File: config.mk
export PLATFORM = sky130hd
export DESIGN_NAME = multicycle_controller
export DESIGN_NICKNAME = d
export VERILOG_FILES = /design/src/rtl/multicycle_controller.sv
export SDC_FILE = /design/constraint.sdc
export NUM_CORES = 1
export LEC_CHECK = 0
export BUFFER_PORTS_ARGS = -buffer_cell sky130_fd_sc_hd__buf_2
export CAP_MARGIN = 0
export CELL_PAD_IN_SITES_DETAIL_PLACEMENT = 0
export CELL_PAD_IN_SITES_GLOBAL_PLACEMENT = 1
export CORE_UTILIZATION = 29
export DETAILED_ROUTE_END_ITERATION = 7
export GPL_TIMING_DRIVEN = 0
export PLACE_DENSITY_LB_ADDON = 0.1
export SYNTH_ARGS = -nofsm -noshare
export SYNTH_HDL_FRONTEND = slang
export SYNTH_SLANG_ARGS = --single-unit
export TNS_END_PERCENT = 30
File: constraint.sdc
create_clock -name clk -period 1.5 [get_ports clk]
set_input_delay 0.15 -clock clk [delete_from_list [all_inputs] [get_ports clk]]
set_output_delay 0.15 -clock clk [all_outputs]
set_load 0.1 [all_outputs]
File: src/rtl/multicycle_controller.sv
// Sequencing FSM for the multicycle RV32I core: decodes opcode/funct fields into datapath strobes.
// Define MC_STALL_EN to hold FETCH/MEMREAD/MEMWRITE until mem_ready.
module multicycle_controller (
    input  logic       clk,
    input  logic       rst_n,
    input  logic [6:0] op,
    input  logic [2:0] funct3,
    input  logic       funct7,
    input  logic       zero,
    input  logic       sign,
    input  logic       mem_ready,
    output logic       mem_req,
    output logic       adr_src,
    output logic       ir_write,
    output logic       pc_write,
    output logic       mem_write,
    output logic       reg_write,
    output logic [1:0] result_src,
    output logic [1:0] alu_src_a,
    output logic [1:0] alu_src_b,
    output logic [1:0] imm_src,
    output logic [2:0] alu_control,
    output logic       illegal,
    output logic [3:0] state
);

    typedef enum logic [3:0] {
        S_FETCH    = 4'd0,
        S_DECODE   = 4'd1,
        S_MEMADR   = 4'd2,
        S_MEMREAD  = 4'd3,
        S_MEMWB    = 4'd4,
        S_MEMWRITE = 4'd5,
        S_EXECR    = 4'd6,
        S_EXECI    = 4'd7,
        S_ALUWB    = 4'd8,
        S_BRANCH   = 4'd9,
        S_JAL      = 4'd10,
        S_ERROR    = 4'd11
    } state_t;

    localparam logic [6:0] OP_LOAD   = 7'b0000011;
    localparam logic [6:0] OP_STORE  = 7'b0100011;
    localparam logic [6:0] OP_RTYPE  = 7'b0110011;
    localparam logic [6:0] OP_ITYPE  = 7'b0010011;
    localparam logic [6:0] OP_BRANCH = 7'b1100011;
    localparam logic [6:0] OP_JAL    = 7'b1101111;

    localparam logic [2:0] ALU_ADD = 3'b000;
    localparam logic [2:0] ALU_SUB = 3'b001;
    localparam logic [2:0] ALU_AND = 3'b010;
    localparam logic [2:0] ALU_OR  = 3'b011;
    localparam logic [2:0] ALU_SLT = 3'b101;

    state_t state_q, state_d;
    logic   ready;

`ifdef MC_STALL_EN
    assign ready = mem_ready;
`else
    logic unused_mem_ready;
    assign ready            = 1'b1;
    assign unused_mem_ready = mem_ready;
`endif

    function automatic logic [2:0] alu_funct(input logic [2:0] f3, input logic op5, input logic f7);
        case (f3)
            3'b000:  return (op5 & f7) ? ALU_SUB : ALU_ADD;
            3'b010:  return ALU_SLT;
            3'b110:  return ALU_OR;
            3'b111:  return ALU_AND;
            default: return ALU_ADD;
        endcase
    endfunction

    function automatic logic branch_taken(input logic [2:0] f3, input logic z, input logic s);
        case (f3)
            3'b000:  return z;
            3'b001:  return ~z;
            3'b100:  return s;
            default: return 1'b0;
        endcase
    endfunction

    always_ff @(posedge clk or negedge rst_n) begin
        if (!rst_n) state_q <= S_FETCH;
        else        state_q <= state_d;
    end

    always_comb begin
        state_d     = state_q;
        mem_req     = 1'b0;
        adr_src     = 1'b0;
        ir_write    = 1'b0;
        pc_write    = 1'b0;
        mem_write   = 1'b0;
        reg_write   = 1'b0;
        result_src  = 2'b00;
        alu_src_a   = 2'b00;
        alu_src_b   = 2'b00;
        alu_control = ALU_ADD;
        illegal     = 1'b0;

        case (op)
            OP_STORE:  imm_src = 2'b01;
            OP_BRANCH: imm_src = 2'b10;
            OP_JAL:    imm_src = 2'b11;
            default:   imm_src = 2'b00;
        endcase

        case (state_q)
            S_FETCH: begin
                mem_req    = 1'b1;
                alu_src_b  = 2'b10;
                result_src = 2'b10;
                ir_write   = ready;
                pc_write   = ready;
                if (ready) state_d = S_DECODE;
            end
            S_DECODE: begin
                // Branch/jal target is formed here from OldPC + imm into ALUOut.
                alu_src_a = 2'b01;
                alu_src_b = 2'b01;
                case (op)
                    OP_LOAD, OP_STORE: state_d = S_MEMADR;
                    OP_RTYPE:          state_d = S_EXECR;
                    OP_ITYPE:          state_d = S_EXECI;
                    OP_BRANCH:         state_d = S_BRANCH;
                    OP_JAL:            state_d = S_JAL;
                    default:           state_d = S_ERROR;
                endcase
            end
            S_MEMADR: begin
                alu_src_a = 2'b10;
                alu_src_b = 2'b01;
                state_d   = op[5] ? S_MEMWRITE : S_MEMREAD;
            end
            S_MEMREAD: begin
                mem_req = 1'b1;
                adr_src = 1'b1;
                if (ready) state_d = S_MEMWB;
            end
            S_MEMWB: begin
                result_src = 2'b01;
                reg_write  = 1'b1;
                state_d    = S_FETCH;
            end
            S_MEMWRITE: begin
                mem_req   = 1'b1;
                adr_src   = 1'b1;
                mem_write = 1'b1;
                if (ready) state_d = S_FETCH;
            end
            S_EXECR: begin
                alu_src_a   = 2'b10;
                alu_control = alu_funct(funct3, op[5], funct7);
                state_d     = S_ALUWB;
            end
            S_EXECI: begin
                alu_src_a   = 2'b10;
                alu_src_b   = 2'b01;
                alu_control = alu_funct(funct3, op[5], funct7);
                state_d     = S_ALUWB;
            end
            S_ALUWB: begin
                reg_write = 1'b1;
                state_d   = S_FETCH;
            end
            S_BRANCH: begin
                alu_src_a   = 2'b10;
                alu_control = ALU_SUB;
                pc_write    = branch_taken(funct3, zero, sign);
                state_d     = S_FETCH;
            end
            S_JAL: begin
                // PC <- ALUOut (target); ALU forms OldPC+4 for the following ALUWB.
                alu_src_a = 2'b01;
                alu_src_b = 2'b10;
                pc_write  = 1'b1;
                state_d   = S_ALUWB;
            end
            S_ERROR: begin
                illegal = 1'b1;
                state_d = S_ERROR;
            end
            default: state_d = S_FETCH;
        endcase

        // Strobes drop the moment rst_n falls so an aborted instruction writes nothing.
        if (!rst_n) begin
            mem_req   = 1'b0;
            ir_write  = 1'b0;
            pc_write  = 1'b0;
            mem_write = 1'b0;
            reg_write = 1'b0;
            illegal   = 1'b0;
        end
    end

    assign state = state_q;

endmodule
Yosys cells after proc, flatten, opt, wreduce, memory -nomap -nowiden

Index checks and enable logic that the tools add are counted.

Bits in registers: 4
Bits of input ports: 16
Output and inout port bits: 22
Word-level logic and storage cells: 61

Equal/unequal tests: 22
Muxes and demuxes: 24
Bitwise gates (word level): 2
Reductions and logical operators: 12

Operator list:

| cell                                          | number |
|---|---|
| case mux 4 bit (6 select lines)               | 1 |
| case mux 4 bit (5 select lines)               | 1 |
| == test 4 x 3 -> 1 bit, second input constant | 4 |
| == test 4 bit, second input constant          | 4 |
| == test 7 x 6 -> 1 bit, second input constant | 2 |
| == test 7 bit, second input constant          | 2 |
| two-way mux 1 bit                             | 13 |
| case mux 2 bit (2 select lines)               | 3 |
| case mux 3 bit (4 select lines)               | 1 |
| OR reduction 2 bit                            | 6 |
| == test 3 bit, second input constant          | 3 |
| OR reduction 3 bit                            | 3 |
| == test 4 x 2 -> 1 bit, second input constant | 2 |
| == test 7 x 2 -> 1 bit, second input constant | 1 |
| == test 7 x 5 -> 1 bit, second input constant | 1 |
| case mux 2 bit (3 select lines)               | 1 |
| case mux 3 bit (2 select lines)               | 1 |
| == test 4 x 1 -> 1 bit, second input constant | 1 |
| logical NOT 4 bit                             | 1 |
| OR reduction 4 bit                            | 1 |
| == test 3 x 1 -> 1 bit, second input constant | 1 |
| == test 3 x 2 -> 1 bit, second input constant | 1 |
| logical NOT 3 bit                             | 1 |
| two-way mux 3 bit                             | 1 |
| 4 further kinds                               | 4 |

Logic depth before layout (Yosys ltp)

Gate-level depths: netlist (run 1).

Word-level depth: 4
Mapped depth: 5
Depth with buffers taken out: 3

Least setup slack after synthesis (run 1)

No wires, ideal clock.

Path kind: register to output
Start point: register state_q[1] (netlist: state[1])
End point: output port pc_write
Arrival: 4,361 ps
Required time: 1,350 ps
Slack: -3,011 ps
Cell stages (with the launch flop): 5
Buffers on the path: 1
Path through: dfrtp_1 buf_6 xor2_1 nor3_1 a22o_1

Cells in the longest elaborated chain, start to end: 4
Elaborated cells on any way between the ends: 6
Those cells by class: eq/ne: 2; mux: 2; reduce/logical: 2

RTL lines:

| what                                               | line | source |
|---|---|---|
| start: declaration                                 | 55   | `state_t state_q, state_d;` |
| start signal: assignment                           | 87   | `else state_q <= state_d;` |
| == test 4 bit or logical NOT 4 bit (tied branches) | 111  | `case (state_q)` |
| OR reduction 2 bit (no source line)                | n/a  |  |
| case mux 1 bit (2 select lines) (*)                | 111  |  |
| two-way mux 1 bit (*)                              | 190  | `if (!rst_n) begin` |
| end: declaration                                   | 15   | `output logic pc_write,` |

Every way passes the cells marked *; elsewhere a longest branch is shown, timed or not.

Final worst setup path (run 1)

Start point: register state_q[2] (netlist: state[2])
End point: output port ir_write

Cells in the longest elaborated chain, start to end: 3

RTL lines:

| what              | line | source |
|---|---|---|
| logical NOT 4 bit | 111  |  |
| two-way mux 1 bit | 111  |  |
| two-way mux 1 bit | 190  |  |
| end: declaration  | 14   | `output logic ir_write,` |

Every way passes these cells.

==> impl_metrics.env, run 1 <==
export IMPL_hold_violations=0
export IMPL_synthFlopType="dfrtp_1"
export IMPL_slew_headroom=0.679
export IMPL_fin_cells=149
export IMPL_max_freq_mhz=573
export IMPL_worstSetupPathType="reg2out"
export IMPL_wl_um=2060
export IMPL_clock_path_buffers=2
export IMPL_rsz0062_at_grt="true"
export IMPL_slew_viol_final=0
export IMPL_largest_register_ff_count=4
export IMPL_synth_cell_type_count=40
export IMPL_multi_input_comb_area_um2=581
export IMPL_synth_top_area_frac=0.159
export IMPL_cp_start_kind="flip-flop"
export IMPL_maxCapViolCount=0
export IMPL_yosysSeqAreaShare=0.159
export IMPL_num_rows=16
export IMPL_clock_sinks=4
export IMPL_arrival_ns=1.59
export IMPL_syn_num_nets=92
export IMPL_dp_hpwl_um=1390
export IMPL_synth_commonest_cells="5 x nand2_1, 5 x nor3_1, 4 x buf_6, 4 x dfrtp_1, 4 x nor2_1"
export IMPL_grt_pass1_vias=716
export IMPL_ys_async_sr_fraction=1.00
export IMPL_nFillCells=172
export IMPL_syn2layout_area_growth_pct=98.6
export IMPL_place_gp_congestion=0.736
export IMPL_critPathCaptureType="primary output"
export IMPL_skew_ns=0.00992
export IMPL_drive_gt1_frac=0.639
export IMPL_worst_pin_slew_ns=0.485
export IMPL_setup_viol=16
export IMPL_synth_area_leaders="dfrtp_1 16%, buf_6 7.1%, xnor2_1 4.2%, nor3_1 4.0%, nor3b_2 4.0%"
export IMPL_period_needed_ns=1.74
export IMPL_min_path_type="in2reg"
export IMPL_cts_root_buf="clkbuf_4"
export IMPL_yosysWarnings=0
export IMPL_dp_cells=139
export IMPL_dieHeight_um=48.6
export IMPL_grt_antenna_before_repair=0
export IMPL_cts_tree="yes"
export IMPL_synth_area_um2=631
export IMPL_fp_dieArea_um2=2360
export IMPL_num_vias=748
export IMPL_avgSynthCellArea_um2=8.30
export IMPL_fp_coreArea_um2=2000
export IMPL_ys_ff_latch=4
export IMPL_start_util=0.315
export IMPL_cp_required_ns=1.35
export IMPL_insertion_delay_ns=0.25
export IMPL_outcome="finished, violations left"
export IMPL_drc=0
export IMPL_cts_reportedPaths_clkPinSlew_ns=0.04
export IMPL_vias_per_cell=5.02
export IMPL_grtUsageTotal=0.198
export IMPL_min_period_over_period=1.16
export IMPL_ant_nets=0
export IMPL_numCtsBuffers=3
export IMPL_finalWorstSetupSlack_ns=-0.244
export IMPL_drt_initial_drc_count=5
export IMPL_num_antenna_cells=0
export IMPL_io_buffers=36
export IMPL_seqCellArea_um2=115
export IMPL_grt_pass1_wl_um=3600
export IMPL_violations="negative setup slack"
export IMPL_die_w_um=48.6
export IMPL_wire_per_inst_um=13.8
export IMPL_overflow=0
export IMPL_first_pass_iters=3
export IMPL_ios=38
export IMPL_synth_edf_count=0
export IMPL_cts_max_level=1
export IMPL_nets=140
export IMPL_crit_path_max_fanout=8
export IMPL_grt_max_degree=11
export IMPL_synthCells=76
export IMPL_yosysTopAreaCell="dfrtp_1"
==> routing by layer <==
metal / track usage / up-vias / wire length [um]
li1: - / 374 / -
met2: 0.343 / 21 / 1080
met3: 0.0377 / 2 / 59
met5: 0 / - / 0
met4: 0.0441 / 0 / 18
met1: 0.253 / 351 / 902
==> area by class of cell <==
class / count / area share
multi-input combinational: 65 / 0.464
timing repair buffer: 44 / 0.354
sequential: 4 / 0.0919
buffer: 4 / 0.0400
tap: 27 / 0.0270
clock buffer: 3 / 0.0180
inverter: 2 / 0.00599
==> path summary, 6_finish.rpt <==
check,slack (ns),startpoint,depth (start not counted),end
setup / recovery,-0.24,state[2],4,ir_write
hold / removal,0.28,op[6],4,state[2]
setup reg to reg,0.11,state[2],5,state[0]
hold reg to reg,0.70,state[3],2,state[2]
max in group asynchronous,0.89,rst_n,2,state[0]
min in group asynchronous,0.40,rst_n,2,state[2]
==> per-stage QoR <==
| step | TNS [ns] | util | hold slack [ns] | setup slack, ns | area (um^2) |
|---|---|---|---|---|---|
| after floorplan | -11.27 | - | -0.146 | -1.18 | 724 |
| after global placement | -1.97 | 0.469 | 0.0170 | -0.298 | 938 |
| after detailed placement | -2.16 | 0.469 | 0.0199 | -0.304 | 938 |
| after CTS | -2.58 | 0.608 | 0.274 | -0.235 | 1220 |
| after global routing | -3.63 | 0.626 | 0.302 | -0.312 | 1250 |
| final | -2.64 | 0.626 | 0.279 | -0.244 | 1250 |
==> timing repair <==
action,in CTS,in global routing
hold buffers,1,0
buffers inserted,5,2
endpoints found under the hold margin,4,0
endpoints found under the setup margin,16,16
gates resized for setup,58,4
pin swaps,7,0
==> cells by family (layout without fill, tap and decap cells) <==
kind of cell / after synthesis / after routing / share of synthesized area
AND/OR/NAND/NOR: 42 / 42 / 0.456
AO/OA/AOI/OAI: 17 / 17 / 0.204
buffers and inverters: 7 / 53 / 0.0952
XOR/XNOR: 5 / 5 / 0.0695
flip-flops: 4 / 4 / 0.159
multiplexers: 1 / 1 / 0.0159
==> critical path, cell delays in order, from the launching register on <==
cell and delay (ns):
dfrtp_4 0.50, buf_12 0.15, nor4_4 0.31, and2_4 0.22
buf_12 0.16
==> cells in the final DEF, fill, tap and decap left out, types with 2 or more instances in the layout <==
master / count
and2b_2: 2
nor2b_1: 3
inv_1: 2
o21ai_1: 2
nand3_1: 2
nor3_4: 2
buf_6: 4
clkbuf_4: 3
a31oi_1: 2
and2_4: 2
buf_8: 2
buf_4: 9
nand3b_1: 2
nand2b_1: 3
and3_1: 2
xnor2_1: 3
nor3_1: 3
nor2_1: 2
buf_12: 12
buf_2: 20
dfrtp_4: 4
a21oi_1: 2
nand2_1: 5
nor2_2: 2
o21ai_0: 2
Power of run 1 is not shown: default switching activity piles up to over one toggle a cycle in this logic, so the estimate is an artifact.
==> run 2, diff against run 1 <==
Settings changed: CORE_UTILIZATION 29 to 31.
Clock period 1.5 ns to 2.23 ns, I/O delays scaled along.
==> run 2 against run 1 <==
- the flow now finishes without violations
- sequential cell count stayed put
- die area is 6.2% lower
- worst setup slack better by 0.40 ns
- routed wire length is 20% lower
- first-iteration DRC count grew to 2.8 times the previous value
- critical path type unchanged
==> impl_metrics.env, run 2 (synthesized netlist as in run 1, its figures left out) <==
export IMPL_wire_per_inst_um=11.7
export IMPL_ant_nets=0
export IMPL_hold_violations=0
export IMPL_drt_initial_drc_count=14
export IMPL_overflow=0
export IMPL_regToRegSetupSlack_ns=0.99
export IMPL_place_gp_congestion=0.779
export IMPL_die_w_um=47.1
export IMPL_grt_max_degree=12
export IMPL_clock_path_buffers=2
export IMPL_vias_per_cell=5.04
export IMPL_met2_usage=0.253
export IMPL_io_buffers=36
export IMPL_num_rows=15
export IMPL_grt_antenna_before_repair=0
export IMPL_cp_required_ns=2.01
export IMPL_largest_register_ff_count=4
export IMPL_num_vias=711
export IMPL_maxCapViolCount=0
export IMPL_outcome="finished, final reports clean"
export IMPL_cts_hold_buf=1
export IMPL_drc=0
export IMPL_num_antenna_cells=0
export IMPL_grt_pass1_vias=568
export IMPL_ctsResizeCount=0
export IMPL_cts_tree="yes"
export IMPL_min_path_type="in2reg"
export IMPL_holdPathStages=3
export IMPL_r2r_start="state[2]"
export IMPL_cts_max_level=1
export IMPL_arrival_ns=1.85
export IMPL_startpoint="state[2]"
export IMPL_syn2layout_area_growth_pct=50.2
export IMPL_grtUsageTotal=0.168
export IMPL_dp_hpwl_um=1320
export IMPL_wl_um=1650
export IMPL_insertion_delay_ns=0.23
export IMPL_finalWorstSetupSlack_ns=0.153
export IMPL_min_period_over_period=0.931
export IMPL_worstSetupPathType="reg2out"
export IMPL_reg2reg_depth=4
export IMPL_r2r_end="state[0]"
export IMPL_slew_headroom=0.675
export IMPL_numCtsBuffers=3
export IMPL_first_pass_iters=4
export IMPL_clock_sinks=4
export IMPL_worst_pin_slew_ns=0.492
export IMPL_skew_ns=0.000791
export IMPL_cp_start_kind="flip-flop"
export IMPL_fp_dieArea_um2=2220
export IMPL_cts_setup_buffers=0
export IMPL_cts_root_buf="clkbuf_4"
export IMPL_grt_busiest_layer="met2"
export IMPL_setup_viol=0
export IMPL_max_freq_mhz=482
export IMPL_place_ws_ns=0.387
export IMPL_endpoint="pc_write"
export IMPL_nFillCells=204
export IMPL_layout_common_cells="36 x buf_2, 5 x nand2_1, 4 x buf_6"
export IMPL_final_common_cell="buf_2"
export IMPL_start_util=0.346
export IMPL_slew_viol_final=0
export IMPL_nets=134
export IMPL_grt_pass1_wl_um=2620
export IMPL_ios=38
export IMPL_period_needed_ns=2.08
export IMPL_postLayoutCoreUtil=0.520
export IMPL_met1_usage=0.236
export IMPL_critPathCaptureType="primary output"
export IMPL_cts_reportedPaths_clkPinSlew_ns=0.04
export IMPL_drive_gt1_frac=0.586
export IMPL_crit_path_max_fanout=5
export IMPL_grt_use_met3=0.0538
export IMPL_rsz0062_at_grt="false"
export IMPL_fp_coreArea_um2=1820
export IMPL_dieHeight_um=47.1
run 2: changes by cell type in the layout (fill, tap and decap cells not counted), sizes merged:
cell  change
buf       -6
run 2: metrics by stage:
step	area, um^2	setup TNS, ns	instances	hold slack (ns)
after floorplan	703	-1.70	76	-0.0726
after global placement	915	0	137	0.0801
after detailed placement	915	0	137	0.0833
after CTS	947	0	141	0.350
after global routing	947	0	141	0.385
final	947	0	141	0.351
run 2: worst min-delay path by stage:
| stage | startpoint | end | slack [ns] |
|---|---|---|---|
| 3_5_place_dp | rst_n | state[2] | 0.08 |
| 5_1_grt | rst_n | state[1] | 0.39 |
| 6_report | op[6] | state[3] | 0.35 |
| 3_3_place_gp | rst_n | state[2] | 0.08 |
| 4_1_cts | op[6] | state[3] | 0.35 |
| 2_1_floorplan | rst_n | state[0] | -0.07 |
run 2: cell type report:
| cell class | count | area (um^2) | share of cell area |
|---|---|---|---|
| Clock buffer | 3 | 22.5 | 0.0238 |
| Buffer | 5 | 52.6 | 0.0555 |
| Multi-Input combinational cell | 65 | 533 | 0.563 |
| Inverter | 2 | 7.51 | 0.00793 |
| Tap cell | 25 | 31.3 | 0.0330 |
| Timing Repair Buffer | 37 | 190 | 0.201 |
| Sequential cell | 4 | 110 | 0.116 |
run 2: critical path, cell delays in order, from the launching register on:
cell	delay, ns
dfrtp_4	0.50
nand4bb_2	0.35
nor3b_2	0.22
a22o_2	0.14
buf_2	0.41
run 2: layer usage:
layer / part of all wire / vias up
li1: - / 359
met1: 0.47 / 323
met2: 0.47 / 29
met3: 0.056 / 0
met4: 0 / 0
met5: 0 / -
Power of run 2 is left out for the same reason.
